--- src/rtl/decoded_instr_queue.sv ---
// Decoded-instruction FIFO between decoder and issue: head visible the cycle after push, no bypass.
// Backpressure: in_ready_o drops when full, on flush, or when a CF entry would exceed the CF cap.
module decoded_instr_queue #(
    parameter int DATA_W = 64,
    parameter int DEPTH  = 4,
    parameter int MAX_CF = 2
) (
    input  logic                         clk,
    input  logic                         rst_n,
    input  logic                         flush_i,
    input  logic                         in_valid_i,
    output logic                         in_ready_o,
    input  logic [DATA_W-1:0]            in_data_i,
    input  logic                         in_cf_i,
    output logic                         out_valid_o,
    input  logic                         out_ready_i,
    output logic [DATA_W-1:0]            out_data_o,
    output logic                         out_cf_o,
    output logic [$clog2(DEPTH+1)-1:0]   count_o,
    output logic [$clog2(MAX_CF+1)-1:0]  cf_count_o
);

    localparam int PTR_W = $clog2(DEPTH);
    localparam int CNT_W = $clog2(DEPTH+1);
    localparam int CF_W  = $clog2(MAX_CF+1);

    logic [DATA_W-1:0] mem_q [DEPTH];
    logic              cf_q  [DEPTH];
    logic [PTR_W-1:0]  wr_ptr_q, wr_ptr_d;
    logic [PTR_W-1:0]  rd_ptr_q, rd_ptr_d;
    logic [CNT_W-1:0]  count_q, count_d;
    logic [CF_W-1:0]   cf_count_q, cf_count_d;
    logic              push, pop, push_cf, pop_cf;

    function automatic logic [PTR_W-1:0] next_ptr(input logic [PTR_W-1:0] p);
        return (p == PTR_W'(DEPTH-1)) ? '0 : p + PTR_W'(1);
    endfunction

    assign in_ready_o  = !flush_i && (count_q < CNT_W'(DEPTH))
                         && !(in_cf_i && (cf_count_q == CF_W'(MAX_CF)));
    assign out_valid_o = (count_q != '0);
    assign out_data_o  = mem_q[rd_ptr_q];
    assign out_cf_o    = cf_q[rd_ptr_q];
    assign count_o     = count_q;
    assign cf_count_o  = cf_count_q;

    assign push    = in_valid_i && in_ready_o;
    assign pop     = out_valid_o && out_ready_i;
    assign push_cf = push && in_cf_i;
    assign pop_cf  = pop && out_cf_o;

    always_comb begin
        wr_ptr_d   = wr_ptr_q;
        rd_ptr_d   = rd_ptr_q;
        count_d    = count_q;
        cf_count_d = cf_count_q;
        // Flush overrides any pop; push is already blocked through in_ready_o.
        if (flush_i) begin
            wr_ptr_d   = '0;
            rd_ptr_d   = '0;
            count_d    = '0;
            cf_count_d = '0;
        end else begin
            if (push) wr_ptr_d = next_ptr(wr_ptr_q);
            if (pop)  rd_ptr_d = next_ptr(rd_ptr_q);
            if (push && !pop)      count_d = count_q + CNT_W'(1);
            else if (pop && !push) count_d = count_q - CNT_W'(1);
            if (push_cf && !pop_cf)      cf_count_d = cf_count_q + CF_W'(1);
            else if (pop_cf && !push_cf) cf_count_d = cf_count_q - CF_W'(1);
        end
    end

    always_ff @(posedge clk) begin
        if (!rst_n) begin
            wr_ptr_q   <= '0;
            rd_ptr_q   <= '0;
            count_q    <= '0;
            cf_count_q <= '0;
            for (int i = 0; i < DEPTH; i++) begin
                mem_q[i] <= '0;
                cf_q[i]  <= 1'b0;
            end
        end else begin
            wr_ptr_q   <= wr_ptr_d;
            rd_ptr_q   <= rd_ptr_d;
            count_q    <= count_d;
            cf_count_q <= cf_count_d;
            if (push) begin
                mem_q[wr_ptr_q] <= in_data_i;
                cf_q[wr_ptr_q]  <= in_cf_i;
            end
        end
    end

endmodule

--- config.mk ---
export PLATFORM = sky130hd
export DESIGN_NAME = decoded_instr_queue
export DESIGN_NICKNAME = d
export VERILOG_FILES = /design/src/rtl/decoded_instr_queue.sv
export SDC_FILE = /design/constraint.sdc
export NUM_CORES = 1
export LEC_CHECK = 0
export CAP_MARGIN = 20
export CORE_ASPECT_RATIO = 1.75
export CORE_MARGIN = 4
export CORE_UTILIZATION = 55
export CTS_CLUSTER_DIAMETER = 50
export DETAILED_ROUTE_END_ITERATION = 6
export MAX_ROUTING_LAYER = met4
export PLACE_DENSITY = 0.85
export SETUP_SLACK_MARGIN = 0.5
export SYNTH_ARGS = -nofsm -noshare
export SYNTH_HDL_FRONTEND = slang
export SYNTH_SLANG_ARGS = --single-unit
--- constraint.sdc ---
create_clock -name clk -period 9.39 [get_ports clk]
set_clock_uncertainty 0.1 [all_clocks]
set_input_delay 1.4085 -clock clk [delete_from_list [all_inputs] [get_ports clk]]
set_output_delay 1.4085 -clock clk [all_outputs]
set_load 0.01 [all_outputs]
==> flow_summary.json <==
{
  "place_inst": 1110,
  "ctsHoldBuffers": 0,
  "finalHoldViolations": 0,
  "ir_worst_vdd_mv": 0.118,
  "drv_cap": 0,
  "slew_headroom": 0.285,
  "ys_warn_count": 0,
  "cp_num_cells": 4,
  "nFillCells": 1308,
  "slew_viol_final": 0,
  "min_period_ns": 4.35,
  "fin_nets": 963,
  "insertion_delay_ns": 0.51,
  "timing.rr.end": "mem_q[1][27]",
  "power_leakage_uw": 0.00478,
  "grt_pass1_vias": 7195,
  "cts.reportedPaths.clkPinSlew_ns": 0.08,
  "start_util": 0.565,
  "drt_iter0_markers": 699,
  "drive_gt1_frac": 0.169,
  "worst-path-max-fanout": 42,
  "r2r_start": "count_o[2]",
  "grt_max_degree": 75,
  "max_clock_freq_mhz": 230,
  "cts_tree": "built",
  "syn_inst": 766,
  "tns_ns": 0,
  "grt_first_pass_wirelength_mm": 39.4,
  "clock_path_buffers": 3,
  "fp.dieArea_mm2": 0.0235,
  "drcViolationCount": 0,
  "hold_class": "flip-flop to flip-flop",
  "pwr_density_cell_mw_per_mm2": 190,
  "core_area_mm2": 0.0205,
  "cpMaxStageDelayCell": "mux4_2",
  "reg2reg_slack_ns": 6.12,
  "grtUsageTotal": 0.222,
  "gp_congestion": 0.784,
  "synth_cell_type_count": 33,
  "yosys_register_bits": 271,
  "grt-ovfl-total": 0,
  "cp.arrival_ns": 2.84,
  "vias_per_cell": 5.92,
  "syn_nets": 841,
  "post_cts_buffers": 0,
  "reg2reg_depth": 4,
  "avgSynthCellArea_um2": 15.1,
  "dr.pass1.iters": 6,
  "crit_family": "buffers and inverters",
  "cts.sinks": 271,
  "area_growth_pct": 20.4,
  "dpl_worst_slack_ns": 4.76,
  "wire_per_inst_um": 21.9,
  "cts_resized": 0,
  "stdcell_count": 1152,
  "critical_path_buf_inv_count": 3,
  "crit_path_cell_trace": "buf_4, buf_16, mux4_2, clkdlybuf4s50_1",
  "die_x_um": 118,
  "cts_inserted_buffers": 23,
  "die_y_um": 200,
  "post_dp_cell_area_mm2": 0.0131,
  "cts-root-buf": "clkbuf_16",
  "fin_crit_sh": 0.463,
  "endpoint_kind": "output pin",
  "cts-htree-levels": 1,
  "synth_area_mm2": 0.0116,
  "cp.required_ns": 7.88,
  "vias": 6825,
  "worst_slack_ns": 5.04,
  "num_antenna_cells": 0,
  "cp-start-kind": "flip-flop",
  "endpoint": "out_data_o[3]",
  "run_status": "completed",
  "ios": 142,
  "wirelength_mm": 25.3,
  "rsz0062_at_grt": "no",
  "ys_seq_area_frac": 0.692,
  "port-buffer-count": 141,
  "fin_util": 0.680,
  "rows": 69,
  "critPathKind": "flip-flop to output pin",
  "worst_slew_pin_slew_ns": 1.07,
  "antenna_found_initial": 0,
  "hpwl_mm": 14.3,
  "ant_nets": 0,
  "final_area_mm2": 0.0139,
  "finalSetupViolations": 0,
  "cp_slowest_stage_delay_ns": 0.62
}
-- worst reg2reg max path: cells and delay by family (launching register included) --
kind / cells / cell delay (ns)
buffers and inverters: 1 / 0.48
DFF: 1 / 0.38
and+or+nand+nor: 3 / 1.90
-- worst min-delay path by stage --
stage	startpoint	endpoint	slack, ns	cells past startpoint
after floorplan	cf_q[1]	cf_q[1]	0.34	2
after global placement	cf_q[0]	cf_q[0]	0.35	2
after detailed placement	cf_q[0]	cf_q[0]	0.36	2
after CTS	cf_q[0]	cf_q[0]	0.37	2
after global routing	cf_q[0]	cf_q[0]	0.41	2
final	cf_q[0]	cf_q[0]	0.37	2
-- layout by cell type (no fill, tap or decap), types with 2 or more instances in the layout --
cell and instances:
edfxtp_1 257, nor2_1 221, clkdlybuf4s50_1 140, nand2_1 70
mux4_2 65, nor2_4 30, clkbuf_16 23, dfxtp_1 12
nor2_2 9, buf_4 7, mux2i_1 5, a21oi_1 5
or3_1 4, xor2_1 4, o21ai_0 4, ha_1 4
clkbuf_1 4, bufinv_16 4, clkinv_1 4, nand2_4 3
inv_1 2, nand3_1 2, nand4b_1 2, dfxtp_4 2
clkinvlp_4 2
-- report_power, final --
group	internal [µW]	switching [µW]
combinational	121	139
sequential	1380	18.7
clock	565	418
total	2070	575
-- final cells by class --
class | count | area [µm²] | area share
Timing Repair Buffer | 148 | 1480 | 0.106
Clock buffer | 27 | 591 | 0.0424
Inverter | 2 | 7.51 | 0.000539
Sequential cell | 271 | 8010 | 0.575
Multi-Input combinational cell | 442 | 3340 | 0.240
Tap cell | 248 | 310 | 0.0223
Clock inverter | 14 | 184 | 0.0132
-- per-stage QoR --
step | hold slack [ns] | total power, µW
floorplan | 0.335 | 1560
global placement | 0.346 | 1680
detailed placement | 0.360 | 1690
CTS | 0.371 | 2650
global route | 0.412 | 2730
finish | 0.369 | 2640
-- synthesized netlist by cell type --
cell / number / area [µm²]
nand2_1: 74 / 278
nor3b_1: 1 / 7.51
or4_4: 1 / 11.3
mux2i_1: 5 / 50.1
o31ai_1: 1 / 7.51
fa_1: 1 / 20.0
and2_1: 1 / 6.26
buf_1: 8 / 30.0
inv_1: 2 / 7.51
nor2_4: 30 / 338
mux4_2: 65 / 1460
nand4b_1: 2 / 17.5
or3b_1: 1 / 8.76
buf_6: 2 / 22.5
nor3_1: 1 / 5.00
ha_1: 4 / 50.1
buf_8: 3 / 45.0
nand3b_1: 1 / 7.51
nor2_1: 221 / 830
a21oi_1: 5 / 25.0
nand3_1: 2 / 10.0
and3_1: 1 / 6.26
o21ai_0: 5 / 25.0
or3_1: 4 / 25.0
or4_1: 1 / 7.51
nor2_2: 9 / 56.3
and3b_1: 1 / 8.76
buf_2: 6 / 30.0
clkbuf_1: 32 / 120
edfxtp_1: 257 / 7720
dfxtp_1: 14 / 280
nand2b_1: 1 / 6.26
xor2_1: 4 / 35.0
-- flip-flops by register name (all words and copies together) (netlist names), named ones only --
register / count
rd_ptr_q: 2
cf_q: 4
count_o: 3
mem_q: 256
cf_count_o: 2
wr_ptr_q: 2
-- metal layers --
metal / GRT usage / routed length [µm] / vias up
met5: - / 0 / -
met4: 0.0922 / 935 / 0
met3: 0.0302 / 1840 / 55
met2: 0.386 / 13700 / 325
met1: 0.266 / 8770 / 3423
li1: - / - / 3022
-- logic make-up after synthesis --
logic type | after synthesis | synth area share
muxes | 70 | 0.131
xor gates and xnor gates | 4 | 0.00303
adders and majority gates | 5 | 0.00606
and+or+nand+nor | 352 | 0.141
DFF | 271 | 0.692
buffers and inverters | 53 | 0.0221
AOI/OAI and AO/OA | 11 | 0.00498
Power figures use the tool's default switching activity.
